==> src/rtl/mdom_wvb_hdr_gen.sv <==
// mdom_wvb_hdr_gen: mDOM waveform-buffer acquisition controller (write address/enable, trigger windows, header record).
// Optional trigger drop counter (drop_cnt/drop_clr) is built when WVB_HDR_DROP_CNT_EN is defined.
module mdom_wvb_hdr_gen #(
    parameter int ADR_W   = 12,
    parameter int LTC_W   = 48,
    parameter int POST_W  = 12,
    parameter int MAX_LEN = 4000
) (
    input  logic              clk,
    input  logic              rst_n,
    input  logic              en,
    input  logic [LTC_W-1:0]  ltc,
    input  logic              thresh_trig,
    input  logic              ext_trig,
    input  logic              sw_trig,
    input  logic              cnst_run_en,
    input  logic              trig_lvl,
    input  logic [4:0]        pre_conf,
    input  logic [POST_W-1:0] post_conf,
    input  logic              hdr_full,
`ifdef WVB_HDR_DROP_CNT_EN
    input  logic              drop_clr,
    output logic [15:0]       drop_cnt,
`endif
    output logic              wvb_wr_en,
    output logic [ADR_W-1:0]  wvb_wr_addr,
    output logic              hdr_wr,
    output logic [LTC_W-1:0]  evt_ltc,
    output logic [ADR_W-1:0]  start_addr,
    output logic [ADR_W-1:0]  stop_addr,
    output logic [1:0]        trig_src,
    output logic              cnst_run,
    output logic [4:0]        pre_conf_o,
    output logic              busy
);

    typedef enum logic [1:0] {S_IDLE, S_ARMED, S_POST, S_HDR} state_t;

    // Record length can exceed MAX_LEN by up to one post window, so keep headroom.
    localparam int LEN_W = 16;

    state_t            state_q;
    logic [ADR_W-1:0]  addr_q;
    logic [4:0]        fill_q;
    logic [POST_W-1:0] post_q;
    logic [LEN_W-1:0]  len_q;
    logic [LTC_W-1:0]  evt_ltc_q;
    logic [ADR_W-1:0]  start_q;
    logic [ADR_W-1:0]  stop_q;
    logic [1:0]        trig_src_q;
    logic              cnst_run_q;
    logic [4:0]        pre_conf_q;

    logic              trig_any;
    logic              fill_ok;
    logic              accept;
    logic              post_last;
    logic              extend;
    logic [1:0]        src_d;
    logic [LEN_W-1:0]  len_d;

    assign trig_any  = thresh_trig | ext_trig | sw_trig;
    assign fill_ok   = (fill_q >= pre_conf);
    assign accept    = (state_q == S_ARMED) && en && trig_any && fill_ok;
    assign post_last = (post_q <= POST_W'(1));
    assign len_d     = len_q + LEN_W'(1);
    assign extend    = cnst_run_en && trig_lvl && (len_d < LEN_W'(MAX_LEN));
    assign src_d     = sw_trig ? 2'b11 : (ext_trig ? 2'b10 : 2'b01);

    always_ff @(posedge clk or negedge rst_n) begin
        if (!rst_n) begin
            state_q    <= S_IDLE;
            addr_q     <= '0;
            fill_q     <= '0;
            post_q     <= '0;
            len_q      <= '0;
            evt_ltc_q  <= '0;
            start_q    <= '0;
            stop_q     <= '0;
            trig_src_q <= '0;
            cnst_run_q <= 1'b0;
            pre_conf_q <= '0;
        end else begin
            case (state_q)
                S_IDLE: begin
                    if (en) begin
                        state_q <= S_ARMED;
                        fill_q  <= '0;
                    end
                end
                S_ARMED: begin
                    addr_q <= addr_q + ADR_W'(1);
                    if (!en) begin
                        state_q <= S_IDLE;
                    end else if (accept) begin
                        evt_ltc_q  <= ltc;
                        start_q    <= addr_q - ADR_W'(pre_conf);
                        trig_src_q <= src_d;
                        pre_conf_q <= pre_conf;
                        cnst_run_q <= 1'b0;
                        post_q     <= post_conf;
                        len_q      <= LEN_W'(pre_conf) + LEN_W'(1);
                        // With no post window the trigger sample closes the record.
                        if (post_conf == '0) begin
                            stop_q  <= addr_q;
                            state_q <= S_HDR;
                        end else begin
                            state_q <= S_POST;
                        end
                    end else if (fill_q != 5'd31) begin
                        fill_q <= fill_q + 5'd1;
                    end
                end
                S_POST: begin
                    addr_q <= addr_q + ADR_W'(1);
                    len_q  <= len_d;
                    if (post_last) begin
                        if (extend) begin
                            cnst_run_q <= 1'b1;
                            post_q     <= post_conf;
                        end else begin
                            stop_q  <= addr_q;
                            state_q <= S_HDR;
                        end
                    end else begin
                        post_q <= post_q - POST_W'(1);
                    end
                end
                S_HDR: begin
                    if (!hdr_full) begin
                        if (en) begin
                            state_q <= S_ARMED;
                            fill_q  <= '0;
                        end else begin
                            state_q <= S_IDLE;
                        end
                    end
                end
                default: state_q <= S_IDLE;
            endcase
        end
    end

`ifdef WVB_HDR_DROP_CNT_EN
    logic [15:0] drop_q;
    logic        drop_ev;

    assign drop_ev = trig_any && ((state_q == S_POST) || (state_q == S_HDR) ||
                                  ((state_q == S_ARMED) && !fill_ok));

    always_ff @(posedge clk or negedge rst_n) begin
        if (!rst_n) begin
            drop_q <= '0;
        end else if (drop_clr) begin
            drop_q <= '0;
        end else if (drop_ev && (drop_q != 16'hFFFF)) begin
            drop_q <= drop_q + 16'd1;
        end
    end

    assign drop_cnt = drop_q;
`endif

    assign wvb_wr_en   = (state_q == S_ARMED) || (state_q == S_POST);
    assign wvb_wr_addr = addr_q;
    assign hdr_wr      = (state_q == S_HDR) && !hdr_full;
    assign evt_ltc     = evt_ltc_q;
    assign start_addr  = start_q;
    assign stop_addr   = stop_q;
    assign trig_src    = trig_src_q;
    assign cnst_run    = cnst_run_q;
    assign pre_conf_o  = pre_conf_q;
    assign busy        = (state_q != S_IDLE);

endmodule

==> config.mk <==
export PLATFORM = sky130hd
export DESIGN_NAME = mdom_wvb_hdr_gen
export DESIGN_NICKNAME = d
export VERILOG_FILES = /design/src/rtl/mdom_wvb_hdr_gen.sv
export SDC_FILE = /design/constraint.sdc
export NUM_CORES = 1
export LEC_CHECK = 0
export ABC_AREA = 1
export BUFFER_PORTS_ARGS = -buffer_cell sky130_fd_sc_hd__buf_2
export CELL_PAD_IN_SITES_DETAIL_PLACEMENT = 0
export CELL_PAD_IN_SITES_GLOBAL_PLACEMENT = 1
export CORE_ASPECT_RATIO = 1.5
export CORE_UTILIZATION = 35
export DETAILED_ROUTE_END_ITERATION = 8
export PLACE_DENSITY = 0.84
export SLEW_MARGIN = 0
export SYNTH_ARGS = -nofsm -noshare
export SYNTH_HDL_FRONTEND = slang
export SYNTH_SLANG_ARGS = --single-unit
export TNS_END_PERCENT = 20
==> constraint.sdc <==
create_clock -name clk -period 1.9 [get_ports clk]
set_input_delay 0.38 -clock clk [delete_from_list [all_inputs] [get_ports clk]]
set_output_delay 0.38 -clock clk [all_outputs]
set_load 0.05 [all_outputs]
Word level (Yosys, flattened, before mapping)
Cells that the tools add are included.

Bits in registers: 127. Bits of input ports: 74. Output and inout port bits: 95. Word-level logic and storage cells: 95.

Add/sub/neg operators: 6. Order comparisons: 3. Eq/ne operators: 16. Muxes and demuxes: 36. Bitwise operators: 2. Reduce and logical (&&, ||, !) cells: 21.

Operators by type and width (number): 12-bit two-way mux (9); 12-bit one-hot mux with 2 select lines (2); 16-bit two-way mux (2); 16-bit one-hot mux with 2 select lines (1); 5-bit two-way mux (5); 16-bit by 1-bit adder with 16-bit output (second input constant) (1); 16-bit by 12-bit < comparator with 1-bit output (second input constant) (1); 2-bit two-way mux (8); 2-bit inequality test (second input constant) (8); 5-bit one-hot mux with 3 select lines (1); 5-bit AND reduction (3); 12-bit by 1-bit adder with 12-bit output (second input constant) (1); 12-bit by 1-bit less-or-equal comparator with 1-bit output (second input constant) (1); 12-bit logical NOT (1); 12-bit by 1-bit subtractor with 12-bit output (second input constant) (1); 12-bit by 5-bit subtractor with 12-bit output (1); 2-bit one-hot mux with 4 select lines (1); 5-bit by 1-bit adder with 6-bit output (second input constant) (1); 1-bit logical AND (6); 1-bit two-way mux (6); 3-bit inequality test (second input constant) (2); 3-bit AND reduction (2); 6-bit AND reduction (1); 5-bit by 1-bit adder with 5-bit output (second input constant) (1); other kinds (14) (18).

Longest topological paths before layout
Gate-level depths: netlist of run 1.

Word-level depth: 7. Depth in mapped cells: 15.

Least setup slack after synthesis of run 1
Ideal clock, no wire load.

Path type: register -> register. From: register addr_q[0], in the netlist wvb_wr_addr[0]. To: register start_q[10], in the netlist start_addr[10]. Library setup time: 0.066 ns. Arrival: 2.146 ns. Required time: 1.834 ns. Path slack: -0.312 ns. Stages on the path, launching flop included: 11. Cells stage by stage: dfrtp_1 > inv_1 > ha_1 > fa_1 > o21ai_0 > nand2_1 > nand4_1 > nor3_1 > nor2_1 > o21ai_0 > nand2_1.

Word-level cells in the longest chain between the ends: 1.

Ends and longest elaborated chain: start: declaration (line 43) `logic [ADR_W-1:0] addr_q;`; start signal: assignment (line 92) `addr_q <= addr_q + ADR_W'(1);`; start signal: assignment (line 115) `addr_q <= addr_q + ADR_W'(1);`; 12-bit by 5-bit subtractor with 12-bit output (line 97) `start_q <= addr_q - ADR_W'(pre_conf);`; end signal: assignment (line 97); end: declaration (line 48) `logic [ADR_W-1:0] start_q;`.

Every way passes these cells. A chain may end at the register's enable or synchronous reset.

Worst setup path after layout of run 1
From: register fill_q[2]. To: register stop_q[9], in the netlist stop_addr[9].

Word-level cells in the longest chain between the ends: 4.

Ends and longest elaborated chain: start: declaration (line 44) `logic [4:0] fill_q;`; start signal: assignment (line 111) `fill_q <= fill_q + 5'd1;`; 5-bit greater-or-equal comparator (line 63) `assign fill_ok = (fill_q >= pre_conf);`; 1-bit logical AND (line 64) `assign accept = (state_q == S_ARMED) && en && trig_any && fill_ok;`; 2-bit inequality test (no source line); 6-bit AND reduction (no source line); end signal: assignment (line 105) `stop_q <= addr_q;`; end signal: assignment (line 122) `stop_q <= addr_q;`; end: declaration (line 49) `logic [ADR_W-1:0] stop_q;`.

Every way passes these cells.

==> key figures, run 1 <==
Drt
  – Vias: 6189
  – Vias per cell: 4.85
  – DR iter-0 viols: 288
  – Router iterations before antenna repair: 4
  – Post-DRT Antenna Nets: 0
  – Wire length per cell: 14.8 um
  – DRC viols: 0
  – Final WL: 18800 um

Placement
  – Buffers added on ports: 168
  – Worst slack, placed: -368 ps
  – Post-DP HPWL: 13200 um
  – GPL Wtd Cong: 0.826
  – Placed insts: 1224

GRT
  – Initial antenna violation count: 0
  – GRT overflow: 0
  – Total Routing Usage GR: 20.3%
  – First-pass GRT wire length: 30400 um
  – Largest net degree at the start of global routing: 88
  – Vias in the first global route: 6139

Critical path
  – Crit-path max FO: 7
  – CP Class: flop to flop
  – Worst Path Required: 2200 ps
  – Worst setup EP type: flop
  – CP Launch Type: flop
  – CP arrival: 2220 ps
  – Setup slack, reg-to-reg: -20 ps

Clock network
  – Longest Clk Path Bufs: 2
  – Cts bufs inserted: 17
  – Worst-Skew Late Latency: 420 ps
  – Clock root buffer: clkbuf_16
  – CTS tree: built
  – CTS clk-pin slew, worst paths: 60 ps
  – Number of H-tree levels: 4
  – CTS sink cnt: 127

Timing
  – Fin Clk Skew: 7.07 ps
  – Post-route setup slack: -22.5 ps
  – Final Max Slew Viols: 0
  – Worst Tran Pin Value: 567 ps
  – Final period utilization: 101%
  – Setup-failing EPs final: 5
  – Minimum clock period: 1920 ps
  – Fin Setup TNS: -63.2 ps
  – Relative slew slack: 62.2%
  – RSZ-0062 raised after global routing: true
  – WHS: -22.9 ps
  – Final hold vios: 11
  – F_max: 520 MHz

Cells and area
  – Nets@finish: 1144
  – Non-filler cells, final: 1277
  – Multi-input gate area: 0.00330 mm^2
  – Share of layout cells above drive strength 1: 36.8%
  – Fillcell total: 1752
  – Seq. cell area: 0.00319 mm^2
  – Syn-to-layout area delta: 43.2%
  – N_diodes: 0

Pwr
  – Net Switching: 8.71 mW
  – Reg power frac: 26.7%
  – Internal Pwr Total: 8.98 mW
  – Clock power frac: 18.9%
  – VDD IR-drop max: 1040 uV
  – Comb pwr share: 54.3%
  – Pwr dens: 1910 mW/mm^2
  – LEAKAGE: 4.84 nW
  – Net Sw Frac: 49.2%

Synthesis
  – Area contributors post-synth: dfrtp_1 (49%), nand2_1 (16%), ha_1 (4.3%)
  – Post-synthesis cell count: 799
  – Post-Syn Area: 0.00647 mm^2
  – EDFF count, synth: 0
  – Net count after synthesis: 896
  – Syn Area/Cell: 8.10 um^2
  – Unique masters post-synth: 37
  – Yosys reg bits: 127
  – Yosys Warn Count: 0
  – Post-synth top cells: nand2_1 (282), dfrtp_1 (127), inv_1 (63)
  – Commonest register cell after synthesis: dfrtp_1
  – Async S/R FF share, synth: 100%
  – Synth top area share: 49.1%
  – Post-synthesis sequential area ratio: 49.1%
  – Most frequent cell after synthesis: nand2_1
  – Area leader, netlist: dfrtp_1

Die
  – Top Ports: 169
  – Row count: 60
  – Die Ht: 169 um
  – Die X: 113 um
  – Initial Util: 35.9%
  – Die area: 0.0191 mm^2
  – Core ar.: 0.0180 mm^2

Worst hold path
  – Min-Delay Path Class: input port to asynchronous set/reset pin

Status
  – Violated checks: negative hold slack, negative setup slack
  – Status: finished with violations

Flow run
  – Max Cap Viol: 0
through the flow:
| stage | power [mW] | hold WS (ps) | area [um^2] | utilization, % |
|---|---|---|---|---|
| 6_report | 17.7 | -22.9 | 9270 | 51.5 |
| 5_1_grt | 18.8 | 11.9 | 9270 | 51.5 |
| 4_1_cts | 17.4 | 21.8 | 8930 | 49.6 |
| 3_5_place_dp | 13.5 | 459 | 8070 | 44.8 |
| 3_3_place_gp | 13.4 | 458 | 8070 | 44.8 |
| 2_1_floorplan | 10.9 | 84.4 | 6500 | - |
layout make-up:
type                       instances  share of cell area (%)
clock inverter                    13                    1.66
timing repair buffer             253                    17.9
inverter                          66                    2.73
sequential                       127                    34.4
multi-input combinational        582                    35.6
clock buffer                      19                    4.78
tap                              217                    2.93
critical path, cell delays in order, from the launching register on:
cell,delay (ps)
dfrtp_1,430
ha_4,300
buf_6,90
nand4_1,80
nand4_1,180
nand2_4,120
a21oi_4,160
buf_12,150
nand3_4,130
nand2_1,90
o21ai_1,70
flip-flops by register name, indices dropped and copies added (netlist names), named ones only:
register and cells:
cnst_run 1, evt_ltc 48, fill_q 5, len_q 16, post_q 12, pre_conf_o 5, start_addr 12, state_q 1
stop_addr 12, trig_src 2, wvb_wr_addr 12
placed cells by master (no fill, tap or decap), types with 15 or more instances in the layout:
cell and count:
buf_2 164, buf_4 68, inv_1 56, nand3_1 42, nor2_1 42, nand2_1 266
nand2_2 29, o21ai_0 35, dfrtp_1 121, nand4_1 15, xor2_1 17, clkbuf_16 17
layer usage:
layer | share of wire, % | global-route usage, % | vias to the layer above
met4 | 1.7 | 6.92 | 0
met1 | 42 | 23.8 | 2900
met2 | 51 | 35.5 | 197
met3 | 5.7 | 5.48 | 23
li1 | - | - | 3069
met5 | 0 | 0 | -
cell families after synthesis:
kind of cell	count (synthesis)	share of synthesized area [%]
adders and majority gates	23	4.56
buffers and inverters	93	6.11
DFF	127	49.1
xor gates and xnor gates	23	3.23
AOI/OAI and AO/OA	96	7.98
and+or+nand+nor	437	29.0
power groups by stage:
stage / Clock, mW / Combinational, mW / Sequential, mW
after floorplan: 0 / 3.31 / 7.56
after global placement: 0 / 8.69 / 4.69
after detailed placement: 0 / 8.80 / 4.68
after CTS: 3.42 / 9.29 / 4.69
after global routing: 3.53 / 10.4 / 4.88
final: 3.35 / 9.61 / 4.73
worst paths after layout:
check,start,endpoint,depth (start not counted)
max in group asynchronous,rst_n,len_q[8],2
worst min-delay path,rst_n,pre_conf_o[2],2
worst max-delay path,fill_q[2],stop_addr[9],10
worst min register to register,evt_ltc[46],evt_ltc[46],2
worst max register to register,fill_q[2],stop_addr[9],10
min in group clk,ltc[41],evt_ltc[41],3
what timing repair did:
action                                  in CTS  in global routing
cloned                                       3                  0
pin swaps                                   10                 26
setup buffers                                7                 11
hold buffers                                 0                  0
resized for setup                           35                 69
endpoints found under the setup margin      60                122
hold endpoints to repair                     0                  0
No activity file was read; power rests on OpenSTA's default activity.
==> inputs of run 2 (changes only) <==
- CORE_MARGIN: default -> 5
==> key figures, run 2 (same netlist as run 1, synthesis figures left out) <==
Status
  – Status: finished with violations
  – Violated checks: negative setup slack

Cells and area
  – Non-filler cells, final: 1313
  – Syn-to-layout area delta: 43.9%
  – Flip-flop count of the largest register after layout: 48
  – Most frequent cells in the layout: nand2_1 (269), buf_2 (165), dfrtp_1 (123)
  – Most common cell after layout, fill and taps aside: nand2_1
  – Seq. cell area: 0.00318 mm^2
  – Finished layout cell area: 0.00931 mm^2
  – Nets@finish: 1145
  – Fillcell total: 1758
  – Share of layout cells above drive strength 1: 36.0%
  – N_diodes: 0
  – Multi-input gate area: 0.00326 mm^2

Die
  – Die X: 121 um
  – Die Ht: 177 um
  – Die area: 0.0214 mm^2
  – Initial Util: 35.2%
  – Top Ports: 169
  – Core ar.: 0.0184 mm^2
  – Row count: 61

GRT
  – Total Routing Usage GR: 17.8%
  – First-pass GRT wire length: 30700 um
  – Vias in the first global route: 6226
  – Initial antenna violation count: 0
  – GRT overflow: 0
  – Largest net degree at the start of global routing: 74

Clock network
  – CTS clk-pin slew, worst paths: 70 ps
  – Worst-Skew Late Latency: 410 ps
  – Clock root buffer: clkbuf_16
  – CTS tree: built
  – CTS sink cnt: 127
  – Longest Clk Path Bufs: 2
  – Number of H-tree levels: 4
  – Cts bufs inserted: 17

Critical path
  – CP Class: flop to flop
  – Top delay family on crit path: simple AND/OR/NAND/NOR gates
  – Worst path bufs/invs: 2
  – R2R depth: 13
  – Worst path slowest cell: dfrtp_1
  – Slowest cell delay on critical path: 430 ps
  – CP Launch Type: flop
  – CP arrival: 2300 ps
  – Worst Path Required: 2200 ps
  – Worst setup EP type: flop
  – Crit path depth: 13
  – CP Cell Sequence: ha_4, nand3_4, inv_4, nand3b_1, nand2_1, nand2_2, nor2_2, nand3_2, nand2_4, nand3_4, clkbuf_16, nand3_2, nand2_1
  – Crit-path max FO: 7

Pwr
  – Pwr dens: 1890 mW/mm^2
  – LEAKAGE: 4.87 nW
  – VDD IR-drop max: 1000 uV

Drt
  – Vias per cell: 4.69
  – Post-DRT Antenna Nets: 0
  – DRC viols: 0
  – DR iter-0 viols: 276
  – Final WL: 19000 um
  – Wire length per cell: 14.5 um
  – Router iterations before antenna repair: 4
  – Vias: 6152

Timing
  – Fin Setup TNS: -1990 ps
  – Final Max Slew Viols: 0
  – Post-route setup slack: -106 ps
  – WHS: 158 ps
  – RSZ-0062 raised after global routing: true
  – Minimum clock period: 2010 ps
  – F_max: 498 MHz
  – Worst Tran Pin Value: 401 ps
  – Relative slew slack: 73.2%
  – Final hold vios: 0
  – Final period utilization: 106%
  – Setup-failing EPs final: 27
  – Fin Clk Skew: 12.5 ps

Worst hold path
  – WHS Path Cells: 3
  – Min-Delay Path Class: input port to flop

Placement
  – Post-DP Area: 0.00818 mm^2
  – Placed insts: 1265
  – Post-DP HPWL: 13600 um
  – GPL Wtd Cong: 0.840
  – Buffers added on ports: 168

Flow run
  – Max Cap Viol: 0
==> run 2: cell types whose count changed in the layout (fill, tap and decap cells not counted), moves of 4 or more <==
cell / previous run / this run
o21ai_0: 35 / 29
o21ai_1: 14 / 20
nand2_2: 29 / 25
nand3_1: 42 / 32
nand3_2: 4 / 13
buf_6: 10 / 6
nor2_1: 42 / 46
==> run 2: final cells by class <==
cell class / instances / area share, %
clock buffer: 20 / 4.90
clock inverter: 12 / 1.33
inverter: 66 / 2.71
multi-input combinational: 580 / 35.0
sequential: 127 / 34.2
tap: 252 / 3.39
timing repair buffer: 256 / 18.5
==> run 2: through the flow <==
stage	worst slack [ps]	util, %	power, mW
after floorplan	-92.2	-	10.9
after global placement	-199	44.5	13.5
after detailed placement	-277	44.5	13.6
after CTS	-40.2	48.3	17.1
after global routing	-233	50.6	18.8
final	-106	50.6	17.6
==> run 2: timing repair <==
item / in CTS / in global routing
endpoints found under the hold margin: 16 / 0
pin swaps: 4 / 29
gates resized for setup: 20 / 74
hold buffers: 1 / 0
setup endpoints to repair: 37 / 98
gates cloned: 0 / 4
setup buffers: 5 / 6
==> run 2: metal layers <==
metal | vias to the layer above | wire length, um | GRT usage (%)
met5 | - | 0 | 0
met4 | 0 | 246 | 5.06
met3 | 17 | 1250 | 5.00
met2 | 165 | 9960 | 31.3
met1 | 2896 | 7560 | 21.1
li1 | 3074 | - | -
==> run 2: worst paths after layout <==
| path | end | start | slack, ps |
|---|---|---|---|
| max in group asynchronous | evt_ltc[43] | rst_n | 810 |
| worst max-delay path | post_q[0] | len_q[1] | -110 |
| min in group asynchronous | len_q[6] | rst_n | 400 |
| worst min-delay path | evt_ltc[30] | ltc[30] | 160 |
| worst max register to register | post_q[0] | len_q[1] | -110 |
| worst min register to register | evt_ltc[8] | evt_ltc[8] | 470 |
==> run 2: power by group <==
part	total (mW)	leakage (nW)	switching [mW]	internal, mW
clock	3.22	0.284	1.32	1.90
combinational	9.72	2.96	6.55	3.17
sequential	4.70	1.63	0.849	3.86
total	17.6	4.87	8.72	8.93
==> run 2: worst min-delay path, cell delays in order <==
cell,delay (ps)
buf_2,70
nand2_1,40
nand2_1,40
==> inputs of run 3 (changes only) <==
- ABC_AREA: 1 -> default
- CORE_UTILIZATION: 35 -> 36
==> key figures, run 3 <==
Cells and area
  – Fillcell total: 1653
  – Finished layout cell area: 0.00972 mm^2
  – Syn-to-layout area delta: 48.2%
  – Share of layout cells above drive strength 1: 42.0%
  – Most common cell after layout, fill and taps aside: nand2_1
  – Flip-flop count of the largest register after layout: 48
  – Most frequent cells in the layout: nand2_1 (189), buf_2 (164), buf_4 (136)
  – Non-filler cells, final: 1254
  – Nets@finish: 1120

Critical path
  – R2R depth: 9
  – Crit-path max FO: 12
  – Setup slack, reg-to-reg: -690 ps
  – R2r endpoint: stop_addr[7]
  – Top delay family on crit path: compound AO/OA/AOI/OAI gates
  – Worst Path Required: 2200 ps
  – Worst setup EP type: flop
  – Worst path slowest cell: a2111o_1
  – CP Class: flop to flop
  – CP Cell Sequence: ha_4, and4_4, nand2_2, o32ai_4, o2111ai_2, and2_4, a2111o_1, buf_12, mux2_4
  – CP arrival: 2890 ps
  – Slowest cell delay on critical path: 420 ps
  – Worst path bufs/invs: 1
  – CP Launch Type: flop
  – Worst R2R Start: len_q[0]

Clock network
  – Worst-Skew Late Latency: 420 ps
  – CTS clk-pin slew, worst paths: 60 ps
  – CTS tree: built
  – Longest Clk Path Bufs: 2
  – CTS sink cnt: 127
  – Number of H-tree levels: 4
  – Cts hold-fix bufs: 0
  – Clock root buffer: clkbuf_16
  – Cts bufs inserted: 17

Timing
  – WHS: -26.8 ps
  – Fin Clk Skew: 12.5 ps
  – Post-route setup slack: -686 ps
  – Final Max Slew Viols: 0
  – F_max: 387 MHz
  – Final period utilization: 136%
  – RSZ-0062 raised after global routing: true
  – Final hold vios: 21
  – Setup-failing EPs final: 112
  – Relative slew slack: 58.8%
  – Worst Tran Pin Value: 618 ps
  – Minimum clock period: 2590 ps

Placement
  – Post-DP HPWL: 14600 um
  – GPL Wtd Cong: 0.890
  – Worst slack, placed: -744 ps
  – Post-DP Area: 0.00872 mm^2
  – Buffers added on ports: 168
  – Placed insts: 1212

Synthesis
  – Syn Area/Cell: 9.15 um^2
  – Most frequent cell after synthesis: nand2_1
  – Post-synth top cells: nand2_1 (198), dfrtp_1 (127), o21ai_0 (59)
  – Unique masters post-synth: 66
  – Area contributors post-synth: dfrtp_1 (48%), nand2_1 (11%), o21ai_0 (4.5%)
  – Post-synthesis cell count: 717
  – Async S/R FF share, synth: 100%
  – Commonest register cell after synthesis: dfrtp_1
  – Yosys reg bits: 127
  – EDFF count, synth: 0
  – Post-Syn Area: 0.00656 mm^2
  – Area leader, netlist: dfrtp_1
  – Post-synthesis sequential area ratio: 48.4%
  – Synth top area share: 48.4%
  – Yosys Warn Count: 0
  – Net count after synthesis: 814

Worst hold path
  – Min-Delay Path Class: input port to asynchronous set/reset pin

Drt
  – Router iterations before antenna repair: 4
  – Wire length per cell: 15.9 um
  – DR iter-0 viols: 357
  – DRC viols: 0
  – Post-DRT Antenna Nets: 0
  – Final WL: 19900 um
  – Vias per cell: 5.01
  – Vias: 6277

Die
  – Die Ht: 175 um
  – Core ar.: 0.0179 mm^2
  – Die X: 120 um
  – Row count: 60
  – Top Ports: 169
  – Die area: 0.0211 mm^2
  – Initial Util: 36.6%

Status
  – Status: finished with violations
  – Violated checks: negative hold slack, negative setup slack

GRT
  – GRT overflow: 0
  – Total Routing Usage GR: 19.4%
  – Largest net degree at the start of global routing: 82
  – Initial antenna violation count: 1
  – Vias in the first global route: 6594
  – First-pass GRT wire length: 32900 um

Pwr
  – VDD IR-drop max: 989 uV
  – Pwr dens: 1700 mW/mm^2
  – Final Power: 16.5 mW
  – LEAKAGE: 5.05 nW

Flow run
  – Max Cap Viol: 0
run 3: layout make-up:
type | instances | area, um^2 | area share [%]
Antenna cell | 1 | 2.50 | 0.0257
Tap cell | 217 | 272 | 2.79
Multi-Input combinational cell | 525 | 3360 | 34.5
Sequential cell | 127 | 3180 | 32.7
Clock buffer | 19 | 453 | 4.66
Inverter | 25 | 101 | 1.04
Clock inverter | 13 | 141 | 1.45
Timing Repair Buffer | 327 | 2220 | 22.8
run 3: cells by family after synthesis:
| kind of cell | Yosys count | synth area share [%] |
|---|---|---|
| XOR/XNOR | 24 | 3.20 |
| flip-flops | 127 | 48.4 |
| AND/OR/NAND/NOR | 322 | 22.3 |
| buffers and inverters | 65 | 4.00 |
| adder cells (fa/ha/maj) | 23 | 4.50 |
| AO/OA/AOI/OAI | 136 | 13.6 |
| multiplexers | 20 | 3.93 |
run 3: metrics by stage:
step           hold WS [ps]  TNS [ps]  util (%)
2_1_floorplan          84.4    -32090         -
5_1_grt                15.7    -36660      54.2
6_report              -26.8    -24660      54.2
3_3_place_gp            454    -45680      48.6
3_5_place_dp            457    -50230      48.6
4_1_cts                11.3    -25840      53.4
run 3: worst max path at each step:
stage | end | slack (ps) | startpoint | cells after the start
after floorplan | stop_addr[2] | -660 | len_q[1] | 10
after global placement | stop_addr[11] | -660 | len_q[1] | 9
after detailed placement | stop_addr[10] | -740 | len_q[1] | 9
after CTS | stop_addr[9] | -680 | post_q[8] | 6
after global routing | stop_addr[11] | -780 | len_q[0] | 9
final | stop_addr[7] | -690 | len_q[0] | 9
run 3: repair_timing:
action	in CTS	in global routing
setup buffers	9	1
pin swaps	10	11
endpoints found under the setup margin	117	120
gates resized for setup	51	61
run 3: per-layer routing:
metal,vias up,share of wire [%],track usage [%],routed length [um]
met5,-,0,0,0
met4,0,2.5,8.03,505
met3,28,4.4,4.22,873
met2,147,54,35.6,10800
met1,2987,39,21.5,7700
li1,3115,-,-,-
run 3: power by group:
group | internal (mW) | switching (mW) | leakage (nW)
Sequential | 3.65 | 0.566 | 1.64
Clock | 1.93 | 1.37 | 0.292
Combinational | 3.24 | 5.73 | 3.12
Total | 8.82 | 7.67 | 5.05
